<file path="src/rtl/alu_exec.sv">
// Multi-cycle integer execute unit: aluop/funct decode, iterative shifts, optional
// shift-add multiplier with HI register (enabled by defining ALU_MULT_EN).
module alu_exec #(
  parameter int WIDTH = 32,
  parameter int SHW   = $clog2(WIDTH)
) (
  input  logic             clk,
  input  logic             reset_n,
  input  logic             in_valid,
  output logic             in_ready,
  input  logic [2:0]       aluop,
  input  logic [5:0]       funct,
  input  logic [SHW-1:0]   shamt,
  input  logic [WIDTH-1:0] a,
  input  logic [WIDTH-1:0] b,
  output logic             out_valid,
  input  logic             out_ready,
  output logic [WIDTH-1:0] result,
  output logic             zero,
  output logic             illegal
);

`ifdef ALU_MULT_EN
  typedef enum logic [1:0] {S_IDLE, S_SHIFT, S_MULT, S_DONE} state_t;
`else
  typedef enum logic [1:0] {S_IDLE, S_SHIFT, S_DONE} state_t;
`endif
  typedef enum logic [1:0] {K_SINGLE, K_SHIFT, K_MULT} kind_t;
  typedef enum logic [1:0] {SH_LL, SH_RL, SH_RA} shdir_t;

  state_t           state_q, state_d;
  kind_t            dec_kind;
  shdir_t           dec_sh, sh_q;
  logic [WIDTH-1:0] dec_val, result_q, shift_next;
  logic             dec_ill, illegal_q, lui_sel, accept;
  logic [5:0]       fn;
  logic [SHW:0]     cnt_q;
  logic             last_step;

`ifdef ALU_MULT_EN
  logic [2*WIDTH-1:0] p_q, p_next;
  logic [WIDTH-1:0]   mcand_q, hi_q;
  logic [WIDTH:0]     mult_sum;
`endif

  assign in_ready  = (state_q == S_IDLE) || (state_q == S_DONE && out_ready);
  assign accept    = in_valid && in_ready;
  assign out_valid = (state_q == S_DONE);
  assign result    = result_q;
  assign zero      = (result_q == '0);
  assign illegal   = illegal_q;
  assign last_step = (cnt_q == (SHW+1)'(1));

  // Fixed aluop codes are folded onto their funct equivalents so one table decodes both.
  always_comb begin
    lui_sel = 1'b0;
    fn      = funct;
    case (aluop)
      3'b000:  fn = 6'b100000;
      3'b001:  fn = 6'b100010;
      3'b010:  fn = 6'b101010;
      3'b011:  fn = 6'b100101;
      3'b110:  fn = 6'b100100;
      3'b101:  lui_sel = 1'b1;
      default: fn = funct;
    endcase
    dec_val  = '0;
    dec_ill  = 1'b0;
    dec_kind = K_SINGLE;
    dec_sh   = SH_LL;
    if (lui_sel) begin
      dec_val = b << (WIDTH/2);
    end else begin
      case (fn)
        6'b000000: begin dec_kind = K_SHIFT; dec_sh = SH_LL; end
        6'b000010: begin dec_kind = K_SHIFT; dec_sh = SH_RL; end
        6'b000011: begin dec_kind = K_SHIFT; dec_sh = SH_RA; end
        6'b100000: dec_val = a + b;
        6'b100010: dec_val = a - b;
        6'b100100: dec_val = a & b;
        6'b100101: dec_val = a | b;
        6'b100110: dec_val = a ^ b;
        6'b100111: dec_val = ~(a | b);
        6'b101010: dec_val = {{(WIDTH-1){1'b0}}, ($signed(a) < $signed(b))};
        6'b101011: dec_val = {{(WIDTH-1){1'b0}}, (a < b)};
`ifdef ALU_MULT_EN
        6'b011000: dec_kind = K_MULT;
        6'b010000: dec_val = hi_q;
`endif
        default:   dec_ill = 1'b1;
      endcase
    end
  end

  always_comb begin
    shift_next = result_q;
    case (sh_q)
      SH_LL:   shift_next = result_q << 1;
      SH_RL:   shift_next = result_q >> 1;
      SH_RA:   shift_next = {result_q[WIDTH-1], result_q[WIDTH-1:1]};
      default: shift_next = result_q;
    endcase
  end

`ifdef ALU_MULT_EN
  // Right-shifting product register: upper half accumulates, lower half holds the multiplier.
  always_comb begin
    mult_sum = {1'b0, p_q[2*WIDTH-1:WIDTH]} + (p_q[0] ? {1'b0, mcand_q} : '0);
    p_next   = {mult_sum, p_q[WIDTH-1:1]};
  end
`endif

  always_comb begin
    state_d = state_q;
    case (state_q)
      S_IDLE, S_DONE: begin
        if (accept) begin
          case (dec_kind)
            K_SHIFT: state_d = (shamt == '0) ? S_DONE : S_SHIFT;
`ifdef ALU_MULT_EN
            K_MULT:  state_d = S_MULT;
`endif
            default: state_d = S_DONE;
          endcase
        end else if (state_q == S_DONE && out_ready) begin
          state_d = S_IDLE;
        end
      end
      S_SHIFT: if (last_step) state_d = S_DONE;
`ifdef ALU_MULT_EN
      S_MULT:  if (last_step) state_d = S_DONE;
`endif
      default: state_d = S_IDLE;
    endcase
  end

  always_ff @(posedge clk or negedge reset_n) begin
    if (!reset_n) state_q <= S_IDLE;
    else          state_q <= state_d;
  end

  always_ff @(posedge clk or negedge reset_n) begin
    if (!reset_n) begin
      result_q  <= '0;
      illegal_q <= 1'b0;
      cnt_q     <= '0;
      sh_q      <= SH_LL;
`ifdef ALU_MULT_EN
      p_q       <= '0;
      mcand_q   <= '0;
      hi_q      <= '0;
`endif
    end else if (accept) begin
      illegal_q <= dec_ill;
      sh_q      <= dec_sh;
      case (dec_kind)
        K_SHIFT: begin
          result_q <= a;
          cnt_q    <= {1'b0, shamt};
        end
`ifdef ALU_MULT_EN
        K_MULT: begin
          p_q     <= {{WIDTH{1'b0}}, b};
          mcand_q <= a;
          cnt_q   <= (SHW+1)'(WIDTH);
        end
`endif
        default: result_q <= dec_val;
      endcase
    end else if (state_q == S_SHIFT) begin
      result_q <= shift_next;
      cnt_q    <= cnt_q - 1'b1;
`ifdef ALU_MULT_EN
    end else if (state_q == S_MULT) begin
      p_q   <= p_next;
      cnt_q <= cnt_q - 1'b1;
      if (last_step) begin
        result_q <= p_next[WIDTH-1:0];
        hi_q     <= p_next[2*WIDTH-1:WIDTH];
      end
`endif
    end
  end

endmodule
</file>
<file path="config.mk">
export PLATFORM = sky130hd
export DESIGN_NAME = alu_exec
export DESIGN_NICKNAME = d
export VERILOG_FILES = /design/src/rtl/alu_exec.sv
export SDC_FILE = /design/constraint.sdc
export NUM_CORES = 1
export LEC_CHECK = 0
export CORE_AREA = 2 2 128 155
export CTS_BUF_LIST = sky130_fd_sc_hd__clkbuf_2 sky130_fd_sc_hd__clkbuf_4 sky130_fd_sc_hd__clkbuf_8
export DETAILED_ROUTE_END_ITERATION = 12
export DIE_AREA = 0 0 130 157
export MAX_ROUTING_LAYER = met4
export PLACE_DENSITY_LB_ADDON = 0.12
export SKIP_LAST_GASP = 1
export SYNTH_ARGS = -nofsm -noshare
export SYNTH_HDL_FRONTEND = slang
export SYNTH_SLANG_ARGS = --single-unit
</file>
<file path="constraint.sdc">
create_clock -name clk -period 2.7 [get_ports clk]
set_input_delay 0.54 -clock clk [delete_from_list [all_inputs] [get_ports clk]]
set_output_delay 0.54 -clock clk [all_outputs]
set_load 0.02 [all_outputs]
</file>
==> results.md <==
* Register area share after synthesis at 12.9%
* Main synth FF type: dfrtp_1
* Gate count of the mapped netlist at 1164
* Startpoint Class: input port
* Vias in the first global route at 11300
* Routed Antenna Nets at 0
* Die Ht at 157 um
* Cell Pwr Density at 345 nW/um^2
* Final wirelength at 42.8 mm
* Pleak at 6.74 nW
* Worst slew pin tran at 621 ps
* Setup tns final at -5450 ps
* Final WS setup at -463 ps
* # clock sinks at 43
* Initial Utilization at 44.4%
* Residual DRC at 0
* Post-synth top cells: a21oi_1, ha_1, nor2_1, inv_1, o21ai_0
* Post-synthesis mux area share at 0.495%
* Placed Cells at 1876
* Ys Warns at 0
* Crit path kind: input port to flop
* DIE AREA at 20400 sq um
* Vias/cell at 6.23
* Layout cells sized above 1 at 45.9%
* Initial antenna violation count at 0
* RD Place Congestion at 1.02
* CP arrival at 3380 ps
* Clk_lat worst skew at 330 ps
* Non-filler cells, final at 1944
* Failing checks: setup timing
* Routed wire per std cell at 22.0 um
* Post-synthesis cell type count at 86
* Post-DP HPWL at 32.6 mm
* Crit path max fanout at 5
* I/O pins at 118
* Total gr overflow at 0
* Most frequent cell after synthesis: a21oi_1
* Clock tree buffer depth at 2
* Synth area leaders: ha_1, dfrtp_1, a21oi_1
* Status: complete, but fails checks
* Yosys top cell area share at 17.7%
* Worst setup EP type: flop
* Fin crit period at 3160 ps
* Largest net degree at the start of global routing at 29
* Final nets at 1889
* Vias at 12100
* Clock Tree Root: clkbuf_8
* Maximum clock frequency at 316 MHz
* H-tree depth at 2
* Hold crit path type: input port to asynchronous set/reset pin
* Final period util at 117%
* CP required at 2920 ps
* Post-Synth XOR/XNOR Area at 0.630%
* # setup viols final at 24
* Compound-gate portion of the synthesized area at 40.8%
* Relative slew slack at 58.6%
* Pins Over Slew Limit at 0
* TritonCTS clock tree: built
* Synth async-reset ratio at 100%
* Area leader, netlist: ha_1
* Average cell area after synthesis at 7.16 sq um
* CORE AREA at 18800 sq um
* DR iter-0 viols at 1320
* Post-CTS Hold Buffers at 0
* Max IR drop VDD at 242 uV
* Largest family of logic cells by synthesized area: compound AO/OA/AOI/OAI gates
* # diodes at 0
* Synth Area in Adders at 18.2%
* Clk pin slew, worst setup/hold paths at 110 ps
* Die W at 130 um
* CTS Buf Count at 5
* Final Hold Vio Count at 0
* Post-synth net total at 1366
* RSZ-0062 raised after global routing: yes
* Post-synthesis simple-gate area fraction at 18.3%
* Global-route usage over all layers at 40.6%
* DR pass1 iterations at 6
* Yosys reg bits at 43
* P&R area growth vs syn at 77.4%
* Row count at 55
* Port Buffers at 117
* Global-route wire length before repair at 62.4 mm
* Max-Cap Viols at 0
* Skew final at 15.4 ps
* Number of synthesized flops with an enable pin at 0
* Mapped cell area at 8340 sq um
==> final timing paths <==
path / depth (start not counted) / from / endpoint / slack (ps)
hold reg to reg: 1 / illegal / illegal / 520
setup / recovery: 15 / b[0] / result[24] / -460
setup reg to reg: 10 / state_q[0] / result[31] / 560
max in group asynchronous: 2 / reset_n / result[14] / 1750
hold / removal: 1 / reset_n / cnt_q[3] / 220
min in group clk: 1 / illegal / illegal / 520
==> sequential cells by signal, summed over array words and instances (netlist names) <==
name	count
cnt_q	6
state_q	2
illegal	1
result	32
sh_q	2
==> cell families after synthesis <==
kind of cell | after synthesis
buffers and inverters | 183
AND/OR/NAND/NOR | 320
XOR/XNOR | 6
AO/OA/AOI/OAI | 488
flip-flops | 43
multiplexers | 4
adder cells (fa/ha/maj) | 120
==> critical path, stage by stage <==
cell      delay [ps]
buf_8            100
buf_6            110
ha_4             160
fa_2             390
o21bai_4         140
a21oi_2           80
o211a_4          260
a211oi_4         260
nor3b_2           90
o31a_1           340
o31a_1           340
buf_4            160
a21oi_2          110
nor2_1            50
a211o_1          250
==> area by class of cell <==
type / count / area, sq um
Multi-Input combinational cell: 938 / 7920
Timing Repair Buffer: 594 / 4930
Fill cell: 1343 / 4000
Sequential cell: 43 / 1080
Inverter: 105 / 429
Tap cell: 256 / 320
Clock buffer: 5 / 68.8
Clock inverter: 3 / 43.8
==> per-layer routing <==
layer	track usage [%]	part of all wire (%)	vias up
li1	-	-	5411
met1	50.8	39	5719
met2	64.9	45	778
met3	4.28	8.8	209
met4	19.9	7.4	0
met5	-	0	-
==> stage by stage <==
stage               setup slack (ps)  hold WS [ps]  total power (W)  area (sq um)  utilization [%]
finish                          -463           218          0.00509         14800             78.7
floorplan                       -310           244          0.00237          8530                -
CTS                             -525           227          0.00474         14000             74.3
detailed placement             -1400           491          0.00394         12900             68.9
global route                    -507           248          0.00534         14800             78.7
global placement               -1360           489          0.00390         12900             68.9
==> power breakdown <==
| group | total [W] | internal, W | switching (W) | leakage (nW) |
|---|---|---|---|---|
| clock network | 0.000551 | 0.000276 | 0.000275 | 0.0581 |
| registers | 0.00104 | 0.000791 | 0.000245 | 0.503 |
| logic | 0.00351 | 0.00171 | 0.00180 | 6.18 |
| total | 0.00509 | 0.00278 | 0.00232 | 6.74 |
==> placed cells by master (no fill, tap or decap), types with 9 or more instances in the layout <==
cell type / netlist / routed
o21ai_1: 1 / 17
a22oi_1: 25 / 23
o21ai_0: 90 / 60
o21a_1: 10 / 9
nand3_1: 20 / 17
o21bai_1: 16 / 9
inv_1: 103 / 63
a21oi_2: 0 / 23
a21o_1: 13 / 13
a31oi_1: 12 / 10
dfrtp_1: 43 / 43
ha_1: 118 / 84
nand2b_1: 11 / 9
buf_12: 0 / 10
inv_2: 1 / 35
a221o_1: 18 / 18
a21oi_1: 121 / 92
buf_4: 0 / 430
nor2_1: 113 / 101
nand2_1: 76 / 65
a221oi_1: 42 / 34
nand4_1: 10 / 10
o22ai_1: 14 / 13
o211ai_1: 9 / 9
clkbuf_2: 0 / 17
nor3_1: 22 / 16
ha_4: 0 / 28
o21ai_2: 2 / 13
clkdlybuf4s50_1: 0 / 64
nor2b_1: 12 / 10
nor4_1: 22 / 13
buf_6: 2 / 41
==> timing repair <==
| item | CTS | global route |
|---|---|---|
| setup buffers | 35 | 33 |
| cloned | 0 | 1 |
| pin swaps | 96 | 120 |
| endpoints found under the setup margin | 33 | 33 |
| resized for setup | 258 | 215 |
No activity file was read; power rests on OpenSTA's default activity.
